**src/rtl/hex_display_ctrl.sv**
```systemverilog
// rtl/hex_display_ctrl.sv - digit-code sequencer for six seven-segment displays
//
// Chooses what the six seg7 decoders show: either the score/lives readout
// (binary score turned into BCD by a sequential double-dabble) or a
// scrolling status message (WIN / LOSE / GAME OVER).
//
// Digit codes (5 bit): 0x00-0x0F hex, 0x10-0x1D letters
// G H I L M N O P Q R S T U V, 0x1E blank, 0x1F dash.
//
// Ports:
//   clk         system clock
//   reset       synchronous, active-high reset
//   score       binary score, sampled on score_load (clamped to 9999)
//   score_load  1-cycle pulse: convert and display score
//   lives       lives count (clamped to 9 for display)
//   msg_req     one-hot pulses: [2]=GAME OVER, [1]=LOSE, [0]=WIN
//   msg_clear   pulse: return from message mode to score readout
//   hex0..hex5  registered digit codes, hex5 is leftmost
//   msg_active  high while in message mode
//   busy        high while a BCD conversion is in progress
//
// Optional feature macro: HEX_LZB_EN (leading-zero blanking of hex3..hex1
// in score mode).

module hex_display_ctrl #(
    parameter int SCORE_W  = 14,
    parameter int TICK_DIV = 12500000
) (
    input  logic               clk,
    input  logic               reset,
    input  logic [SCORE_W-1:0] score,
    input  logic               score_load,
    input  logic [3:0]         lives,
    input  logic [2:0]         msg_req,
    input  logic               msg_clear,
    output logic [4:0]         hex0,
    output logic [4:0]         hex1,
    output logic [4:0]         hex2,
    output logic [4:0]         hex3,
    output logic [4:0]         hex4,
    output logic [4:0]         hex5,
    output logic               msg_active,
    output logic               busy
);

    localparam int IW = $clog2(SCORE_W + 1);
    localparam int TW = $clog2(TICK_DIV);

    localparam logic [4:0] C_BLANK = 5'h1E;
    localparam logic [4:0] C_DASH  = 5'h1F;

    // Message priority levels; 0 means "no request".
    localparam logic [1:0] LVL_WIN  = 2'd1;
    localparam logic [1:0] LVL_LOSE = 2'd2;
    localparam logic [1:0] LVL_GO   = 2'd3;

    // ------------------------------------------------------------------
    // Helper functions
    // ------------------------------------------------------------------
    function automatic logic [15:0] bcd_adjust(input logic [15:0] b);
        logic [15:0] r;
        for (int n = 0; n < 4; n++) begin
            r[n*4 +: 4] = (b[n*4 +: 4] >= 4'd5) ? b[n*4 +: 4] + 4'd3 : b[n*4 +: 4];
        end
        return r;
    endfunction

    function automatic logic [19:0] score_digits(input logic [3:0] d3, input logic [3:0] d2,
                                                 input logic [3:0] d1, input logic [3:0] d0);
        logic [4:0] c3, c2, c1;
        c3 = {1'b0, d3};
        c2 = {1'b0, d2};
        c1 = {1'b0, d1};
`ifdef HEX_LZB_EN
        // Blank a digit only if it and every digit to its left are zero.
        if (d3 == 4'd0) begin
            c3 = C_BLANK;
            if (d2 == 4'd0) begin
                c2 = C_BLANK;
                if (d1 == 4'd0) c1 = C_BLANK;
            end
        end
`endif
        return {c3, c2, c1, 1'b0, d0};
    endfunction

    function automatic logic [3:0] msg_period(input logic [1:0] lvl);
        return (lvl == LVL_GO) ? 4'd15 : 4'd10;
    endfunction

    // Character idx of the virtual string (message followed by blanks).
    function automatic logic [4:0] msg_char(input logic [1:0] lvl, input logic [4:0] idx);
        logic [4:0] c;
        c = C_BLANK;
        case (lvl)
            LVL_WIN: begin
                case (idx)
                    5'd0, 5'd1: c = 5'h1C;
                    5'd2:       c = 5'h12;
                    5'd3:       c = 5'h15;
                    default:    c = C_BLANK;
                endcase
            end
            LVL_LOSE: begin
                case (idx)
                    5'd0:    c = 5'h13;
                    5'd1:    c = 5'h16;
                    5'd2:    c = 5'h1A;
                    5'd3:    c = 5'h0E;
                    default: c = C_BLANK;
                endcase
            end
            LVL_GO: begin
                case (idx)
                    5'd0:    c = 5'h10;
                    5'd1:    c = 5'h0A;
                    5'd2:    c = 5'h14;
                    5'd3:    c = 5'h0E;
                    5'd5:    c = 5'h16;
                    5'd6:    c = 5'h1D;
                    5'd7:    c = 5'h0E;
                    5'd8:    c = 5'h19;
                    default: c = C_BLANK;
                endcase
            end
            default: c = C_BLANK;
        endcase
        return c;
    endfunction

    // Six-character window starting at position p, leftmost in the MSBs.
    function automatic logic [29:0] msg_frame(input logic [1:0] lvl, input logic [3:0] p);
        logic [29:0] f;
        logic [4:0]  idx;
        logic [4:0]  per;
        f   = '0;
        per = {1'b0, msg_period(lvl)};
        for (int k = 0; k < 6; k++) begin
            idx = {1'b0, p} + 5'(k);
            if (idx >= per) idx = idx - per;
            f[29 - 5*k -: 5] = msg_char(lvl, idx);
        end
        return f;
    endfunction

    // ------------------------------------------------------------------
    // Binary -> BCD converter
    // ------------------------------------------------------------------
    typedef enum logic [1:0] {CONV_IDLE, CONV_SHIFT, CONV_DONE} conv_state_t;

    conv_state_t        conv_state;
    logic [SCORE_W-1:0] bin_sr;
    logic [15:0]        bcd_sr;
    logic [IW-1:0]      iter;
    logic               pend;
    logic [SCORE_W-1:0] pend_val;
    logic [3:0]         dig3, dig2, dig1, dig0;
    logic [SCORE_W-1:0] score_clamped;

    assign score_clamped = (32'(score) > 32'd9999) ? SCORE_W'(9999) : score;

    always_ff @(posedge clk) begin
        if (reset) begin
            conv_state <= CONV_IDLE;
            busy       <= 1'b0;
            pend       <= 1'b0;
            pend_val   <= '0;
            bin_sr     <= '0;
            bcd_sr     <= '0;
            iter       <= '0;
            dig3       <= 4'd0;
            dig2       <= 4'd0;
            dig1       <= 4'd0;
            dig0       <= 4'd0;
        end else begin
            case (conv_state)
                CONV_IDLE: begin
                    if (score_load) begin
                        bin_sr     <= score_clamped;
                        bcd_sr     <= '0;
                        iter       <= '0;
                        busy       <= 1'b1;
                        conv_state <= CONV_SHIFT;
                    end
                end
                CONV_SHIFT: begin
                    if (score_load) begin
                        pend     <= 1'b1;
                        pend_val <= score_clamped;
                    end
                    {bcd_sr, bin_sr} <= {bcd_adjust(bcd_sr), bin_sr} << 1;
                    iter <= iter + 1'b1;
                    if (iter == IW'(SCORE_W - 1)) conv_state <= CONV_DONE;
                end
                CONV_DONE: begin
                    dig3 <= bcd_sr[15:12];
                    dig2 <= bcd_sr[11:8];
                    dig1 <= bcd_sr[7:4];
                    dig0 <= bcd_sr[3:0];
                    // A load arriving in this very cycle is newer than any pending one.
                    if (score_load || pend) begin
                        bin_sr     <= score_load ? score_clamped : pend_val;
                        bcd_sr     <= '0;
                        iter       <= '0;
                        pend       <= 1'b0;
                        conv_state <= CONV_SHIFT;
                    end else begin
                        busy       <= 1'b0;
                        conv_state <= CONV_IDLE;
                    end
                end
                default: conv_state <= CONV_IDLE;
            endcase
        end
    end

    // ------------------------------------------------------------------
    // Display / message FSM
    // ------------------------------------------------------------------
    typedef enum logic {SHOW_SCORE, SHOW_MSG} msg_state_t;

    msg_state_t    msg_state;
    logic [1:0]    cur_lvl;
    logic [1:0]    req_lvl;
    logic [3:0]    pos;
    logic [3:0]    pos_next;
    logic [TW-1:0] tick;
    logic [4:0]    lives_disp;

    assign req_lvl    = msg_req[2] ? LVL_GO : msg_req[1] ? LVL_LOSE : msg_req[0] ? LVL_WIN : 2'd0;
    assign pos_next   = (pos == msg_period(cur_lvl) - 4'd1) ? 4'd0 : pos + 4'd1;
    assign lives_disp = (lives > 4'd9) ? 5'd9 : {1'b0, lives};

    always_ff @(posedge clk) begin
        if (reset) begin
            msg_state  <= SHOW_SCORE;
            msg_active <= 1'b0;
            cur_lvl    <= 2'd0;
            pos        <= 4'd0;
            tick       <= '0;
            {hex5, hex4, hex3, hex2, hex1, hex0} <=
                {5'h00, C_DASH, score_digits(4'd0, 4'd0, 4'd0, 4'd0)};
        end else begin
            case (msg_state)
                SHOW_SCORE: begin
                    if (req_lvl != 2'd0) begin
                        msg_state  <= SHOW_MSG;
                        msg_active <= 1'b1;
                        cur_lvl    <= req_lvl;
                        pos        <= 4'd0;
                        tick       <= '0;
                        {hex5, hex4, hex3, hex2, hex1, hex0} <= msg_frame(req_lvl, 4'd0);
                    end else begin
                        {hex5, hex4, hex3, hex2, hex1, hex0} <=
                            {lives_disp, C_DASH, score_digits(dig3, dig2, dig1, dig0)};
                    end
                end
                SHOW_MSG: begin
                    if (req_lvl > cur_lvl) begin
                        cur_lvl <= req_lvl;
                        pos     <= 4'd0;
                        tick    <= '0;
                        {hex5, hex4, hex3, hex2, hex1, hex0} <= msg_frame(req_lvl, 4'd0);
                    end else if (msg_clear && (msg_req == 3'b000)) begin
                        // Any request in the same cycle, even an ignored one, masks the clear.
                        msg_state  <= SHOW_SCORE;
                        msg_active <= 1'b0;
                        {hex5, hex4, hex3, hex2, hex1, hex0} <=
                            {lives_disp, C_DASH, score_digits(dig3, dig2, dig1, dig0)};
                    end else if (tick == TW'(TICK_DIV - 1)) begin
                        tick <= '0;
                        pos  <= pos_next;
                        {hex5, hex4, hex3, hex2, hex1, hex0} <= msg_frame(cur_lvl, pos_next);
                    end else begin
                        tick <= tick + 1'b1;
                    end
                end
                default: msg_state <= SHOW_SCORE;
            endcase
        end
    end

endmodule

```
**config.mk**
```make
export PLATFORM = sky130hd
export DESIGN_NAME = hex_display_ctrl
export DESIGN_NICKNAME = d
export VERILOG_FILES = /design/src/rtl/hex_display_ctrl.sv
export SDC_FILE = /design/constraint.sdc
export NUM_CORES = 1
export LEC_CHECK = 0
export BUFFER_PORTS_ARGS = -buffer_cell sky130_fd_sc_hd__buf_2
export CAP_MARGIN = 10
export CORE_ASPECT_RATIO = 1.75
export CORE_MARGIN = 2
export CORE_UTILIZATION = 55
export CTS_BUF_LIST = sky130_fd_sc_hd__clkbuf_2 sky130_fd_sc_hd__clkbuf_4 sky130_fd_sc_hd__clkbuf_8
export DETAILED_ROUTE_END_ITERATION = 7
export MAX_ROUTING_LAYER = met4
export PLACE_DENSITY = 0.73
export SYNTH_ARGS = -nofsm -noshare
export SYNTH_HDL_FRONTEND = slang
export SYNTH_SLANG_ARGS = --single-unit
```
**constraint.sdc**
```tcl
create_clock -name clk -period 6.9 [get_ports clk]
set_clock_uncertainty 0.2 [all_clocks]
set_input_delay 0.345 -clock clk [delete_from_list [all_inputs] [get_ports clk]]
set_output_delay 0.345 -clock clk [all_outputs]
set_load 0.005 [all_outputs]
```
Yosys cells after proc, flatten, opt, wreduce, memory -nomap -nowiden. Memory sizes are Yosys's and may differ from the RTL's. Cells that the tools add are included.

Bitwise logic cells: 1. Reductions and logical operators: 52. Mux-type cells: 232. Equality and inequality tests: 77. Add/subtract/negate cells: 25. $lt $le $gt $ge: 19.

Operators by type and width (number): 5-bit two-way mux (120); 5-bit one-hot mux with 4 select lines (18); 5-bit one-hot mux with 3 select lines (18); 4-bit one-hot mux with 3 select lines (19); 5-bit by 2-bit equality test with 1-bit output (second input constant) (36); 24-bit two-way mux (4); 5-bit by 1-bit equality test with 1-bit output (second input constant) (18); 5-bit zero test (18); 5-bit one-hot mux with 2 select lines (6); 14-bit two-way mux (4); 16-bit one-hot mux with 3 select lines (1); 24-bit one-hot mux with 2 select lines (1); 4-bit two-way mux (11); 14-bit one-hot mux with 3 select lines (1); 2-bit OR reduction (18); 16-bit two-way mux (2); 5-bit by 4-bit >= comparator with 1-bit output (5); 5-bit by 4-bit subtractor with 5-bit output (5); 24-bit by 1-bit adder with 24-bit output (second input constant) (1); 24-bit equality test (second input constant) (1); 4-bit by 3-bit >= comparator with 1-bit output (second input constant) (4); 3-bit AND reduction (5); 14-bit > comparator (second input constant) (1); 2-bit inequality test (second input constant) (7); other kinds (40) (82).

Bits in read-only memories: 1440. Word-level logic and storage cells: 446. Bits in registers: 130. Output and inout port bits: 32. Memories kept: 18.

Memories: (name not given) (depth 16, bits a word 5, rd ports 1, clocked after memory_dff 0, wr ports 0, RTL line 114) `case (idx)`; (name not given) (depth 16, bits a word 5, rd ports 1, clocked after memory_dff 0, wr ports 0, RTL line 114); (name not given) (depth 16, bits a word 5, rd ports 1, clocked after memory_dff 0, wr ports 0, RTL line 114); (name not given) (depth 16, bits a word 5, rd ports 1, clocked after memory_dff 0, wr ports 0, RTL line 114); (name not given) (depth 16, bits a word 5, rd ports 1, clocked after memory_dff 0, wr ports 0, RTL line 114); (name not given) (depth 16, bits a word 5, rd ports 1, clocked after memory_dff 0, wr ports 0, RTL line 114); 12 more memories.

Longest topological paths before layout.
Depth in word-level cells: 21. Depth in mapped cells: 19.

Least setup slack after synthesis. OpenSTA, ideal clock, no wires.

Path kind: register to register. Start point: register cur_lvl[0]. End point: register hex4[3]. Buffers on the path: 3. Stages on the path, launching flop included: 17. Data arrival time: 4.126 ns. Library setup time: 0.122 ns. Required time: 6.578 ns. Slack: 2.453 ns. Path through: dfxtp_1 -> buf_6 -> and4_1 -> a221oi_2 -> buf_2 -> ha_1 -> a21boi_1 -> or2_0 -> clkbuf_2 -> ha_1 -> a31oi_1 -> nor2_1 -> o21ai_0 -> o211a_1 -> a31oi_1 -> or4_1 -> a221o_1.

Word-level cells in the longest chain between the ends: 21.

Ends and longest elaborated chain: start, declared (RTL line 223) `logic [1:0] cur_lvl;`; start signal, assigned (RTL line 249) `cur_lvl <= req_lvl;`; start signal, assigned (RTL line 260) `cur_lvl <= req_lvl;`; branches (longest 21 deep; another with 4-bit by 1-bit adder with 5-bit output); end signal, assigned (RTL line 263) `{hex5, hex4, hex3, hex2, hex1, hex0} <= msg_frame(req_lvl, 4'd0);`; end signal, assigned (RTL line 268) `{hex5, hex4, hex3, hex2, hex1, hex0} <=`; end signal, assigned (RTL line 273) `{hex5, hex4, hex3, hex2, hex1, hex0} <= msg_frame(cur_lvl, pos_next);`; end, declared (RTL line 40) `output logic [4:0] hex4,`.

Parallel ways; which one is timed is not known. The select of a mux whose other input is x is not followed. A chain may end at the register's enable or synchronous reset.

Worst setup path after layout.
Start point: register pos[2]. End point: register hex4[3].

Word-level cells in the longest chain between the ends: 18.

Ends and longest elaborated chain: start, declared (RTL line 225) `logic [3:0] pos;`; start signal, assigned (RTL line 272) `pos <= pos_next;`; 4-bit by 1-bit adder with 4-bit output / 4-bit equality test (equally long branches) (RTL line 231) `assign pos_next = (pos == msg_period(cur_lvl) - 4'd1) ? 4'd0 : pos + 4'd1;`; 4-bit two-way mux * (RTL line 231); 4-bit by 1-bit adder with 5-bit output * (RTL line 139) `idx = {1'b0, p} + 5'(k);`; 5-bit by 4-bit subtractor with 5-bit output / 5-bit by 4-bit >= comparator with 1-bit output (equally long branches) (RTL line 140) `if (idx >= per) idx = idx - per;`; 5-bit two-way mux * (RTL line 140); 5-bit two-way mux * (RTL line 270) `end else if (tick == TW'(TICK_DIV - 1)) begin`; 5-bit two-way mux * (RTL line 264) `end else if (msg_clear && (msg_req == 3'b000)) begin`; 5-bit two-way mux * (RTL line 259) `if (req_lvl > cur_lvl) begin`; 5-bit two-way mux * (RTL line 244) `case (msg_state)`; 5-bit two-way mux * (RTL line 235) `if (reset) begin`; branches (longest 3 deep; another with memory read 16 x 5 bit); 5-bit one-hot mux with 3 select lines * (RTL line 95) `case (lvl)`; 5-bit two-way mux * (RTL line 270); 5-bit two-way mux * (RTL line 264); 5-bit two-way mux * (RTL line 259); 5-bit one-hot mux with 2 select lines * (RTL line 244).

Mark *: on every way between the ends. The select of a mux whose other input is x is not followed.

==> impl_metrics.csv <==
group,metric,value,unit
clock_network,clockRootBuffer,"clkbuf_8",
floorplanning,core_area,17300,µm²
clock_network,cts_setup_buffers,0,
clock_network,clock-sinks,130,
drt,drt_iter0_drc,694,
synth,seq_area_frac_synth,27.1,%
critical_path,path_cells,"and4_1 > nand2_1 > nand2_1 > clkinv_1 > ha_1 > nor3_1 > or2_0 > ha_1 > a31oi_1 > nor2_1 > o21ai_0 > o211a_1 > a31oi_1 > or4_1 > a221o_1",
power_and_ir_drop,p_leak,3.95,nW
critical_path,cp_slowest_cell,"dfxtp_1",
grt,grtUsageTotal,31.6,%
layout,layout_commonest_cell,"nor2_1",
synth,synth-seq-cells,130,
synth,syn-instance-count,1289,
run,maxCapViolations,0,
timing,max_freq,167,MHz
synth,synth_area,9620,µm²
place,dp_hpwl,21300,µm
drt,wl,28800,µm
place,numPortBuffers,56,
timing,fin_crit,6.00,ns
synth,syn_nets,1359,
synth,ys_types,90,
layout,drive_gt1_share,10.9,%
timing,rsz0062_at_grt,"no",
critical_path,r2r_setup_slack,0.90,ns
floorplanning,num_rows,64,
critical_path,cp.required,7.04,ns
timing,period_share,86.9,%
layout,antennaDiodeCount,0,
floorplanning,dieArea,18600,µm²
grt,antenna_found_initial,0,
synth,synth_area_leaders,"dfxtp_1 (27%), nor2_1 (6.9%), ha_1 (5.9%)",
synth,syn_avg_cell_area,7.46,µm²
drt,firstDrtPassIters,8,
critical_path,startpoint_type,"flip-flop",
clock_network,clkSlewWorstSetupHoldPaths,0.08,ns
place,placedInstanceArea,9970,µm²
floorplanning,start_util,55.6,%
layout,layout_common_cells,"nor2_1 (176), nand2_1 (130), dfxtp_1 (130)",
timing,setup_tns,0,ns
drt,wire_per_inst,18.6,µm
synth,synth_ff_type,"dfxtp_1",
critical_path,crit_fanout,17,
grt,grt_overflow,0,
floorplanning,die_width,104,µm
critical_path,cp-end-kind,"flip-flop",
drt,vias,9726,
floorplanning,fp.dieH,179,µm
critical_path,cp_slowest_stage_delay,0.56,ns
clock_network,clk_latency,0.45,ns
synth,synth_edf_count,0,
place,place_congestion,0.981,
critical_path,worstPathArrival,6.14,ns
layout,area_delta_synth_final,8.81,%
critical_path,criticalPathCategory,"reg2reg",
grt,grt_pass1_vias,9215,
timing,hold_viol,0,
layout,multiInputGateArea,6530,µm²
timing,worst_pin_slew,1.03,ns
drt,vias_per_cell,6.30,
min_path,hold_path_class,"in2reg",
timing,setup_viol,0,
layout,register_area,2600,µm²
grt,grt_pass1_wl,46000,µm
layout,finalNetCount,1369,
power_and_ir_drop,peakVddDrop,0.000152,V
synth,yosys.area.top_type,"dfxtp_1",
status,violations,"DRC",
status,outcome,"finished with violations",
clock_network,cts_tree,"yes",
drt,antenna_left,0,
clock_network,cts_buffers,17,
drt,remaining_drc_errors,1,
synth,ys.warnings.count,0,
clock_network,clockBufferDepth,2,
clock_network,htreeDepth,4,
power_and_ir_drop,p_per_area,199,nW/µm²
layout,finalInstanceArea,10500,µm²
timing,drv_slew,0,
synth,synth.top_cell.area_share,27.1,%
grt,grt_max_degree,99,
floorplanning,ios,57,
synth,async_flop_share,0,%
timing,relSlewSlack,31.2,%
layout,nFillCells,1653,
[report_power, final]
group	internal (W)	switching [W]
combinational	0.000149	0.000307
clock	0.000482	0.000307
sequential	0.000800	0.0000364
[Yosys cell counts (all sizes together), types with 18 or more instances]
cell type	instances
nor2	179
buf	18
nor2b	18
nor3	40
a21oi	88
mux2i	44
a22oi	20
nand2	130
o21ai	96
clkbuf	65
ha	45
a31oi	18
nand3	46
dfxtp	130
inv	35
a211oi	31
[worst max-delay path, delay by kind of cell, from the launching register on]
family	cells	cell delay (ns)
and+or+nand+nor	7	2.39
AOI/OAI and AO/OA	5	1.57
adders and majority gates	2	0.72
DFF	1	0.56
buffers and inverters	1	0.46
[repair_timing]
| action | CTS | global route |
|---|---|---|
| resized for setup | 0 | 0 |
| hold buffers | 1 | 0 |
| endpoints found under the setup margin | 0 | 0 |
| hold endpoints to repair | 1 | 0 |
[state kept, by name, summed over array words and instances (netlist names), 5 cells and up]
signal and flops:
tick 24, bcd_sr 16, bin_sr 14, pend_val 14
hex0 5, hex1 5, hex2 5, hex3 5
hex4 5, hex5 5
[per-layer routing]
metal,track usage (%),wire length (µm),vias up
met4,23.6,2260,0
li1,-,-,4736
met2,56.8,14500,360
met5,-,0,-
met1,31.2,10600,4484
met3,4.11,1370,146
[path summary, 6_finish.rpt]
check | depth (start not counted) | from | to
worst min register to register | 2 | pend_val[11]$_SDFFE_PP0P_ | pend_val[11]$_SDFFE_PP0P_
worst max register to register | 15 | pos[2]$_SDFFE_PP0P_ | hex4[3]$_SDFFE_PP1P_
worst min-delay path | 2 | reset | tick[18]$_SDFFE_PP0P_
worst max-delay path | 15 | pos[2]$_SDFFE_PP0P_ | hex4[3]$_SDFFE_PP1P_
[cell families (layout without fill, tap and decap cells)]
family          Yosys count  after routing  share of synthesized area [%]
compound gates          375            375                           26.5
xor+xnor                 32             32                           2.91
fa+ha+maj                45             45                           5.85
buf+inv                 120            143                           5.14
flops                   130            130                           27.1
mux                      55             55                           5.91
simple gates            532            532                           26.6
[per-stage QoR]
stage / power [W] / utilization, % / hold slack (ns) / worst slack (ns) / cells
6_report: 0.00208 / 60.5 / 0.0487 / 0.901 / 1543
3_3_place_gp: 0.00130 / 57.6 / 0.241 / 1.28 / 1510
5_1_grt: 0.00217 / 60.5 / 0.0491 / 0.563 / 1543
3_5_place_dp: 0.00130 / 57.6 / 0.250 / 1.10 / 1510
2_1_floorplan: 0.00115 / - / 0.236 / 2.45 / 1289
4_1_cts: 0.00208 / 60.5 / 0.0264 / 1.07 / 1543
[cell type report]
cell class	instances	area share [%]
multi-input cells	1039	62.4
flip-flops and latches	130	24.9
repair buffers	74	4.02
clock buffers	24	2.98
well taps	231	2.76
clock inverters	8	1.65
inverters	37	1.33
No activity file was read; power rests on OpenSTA's default activity.
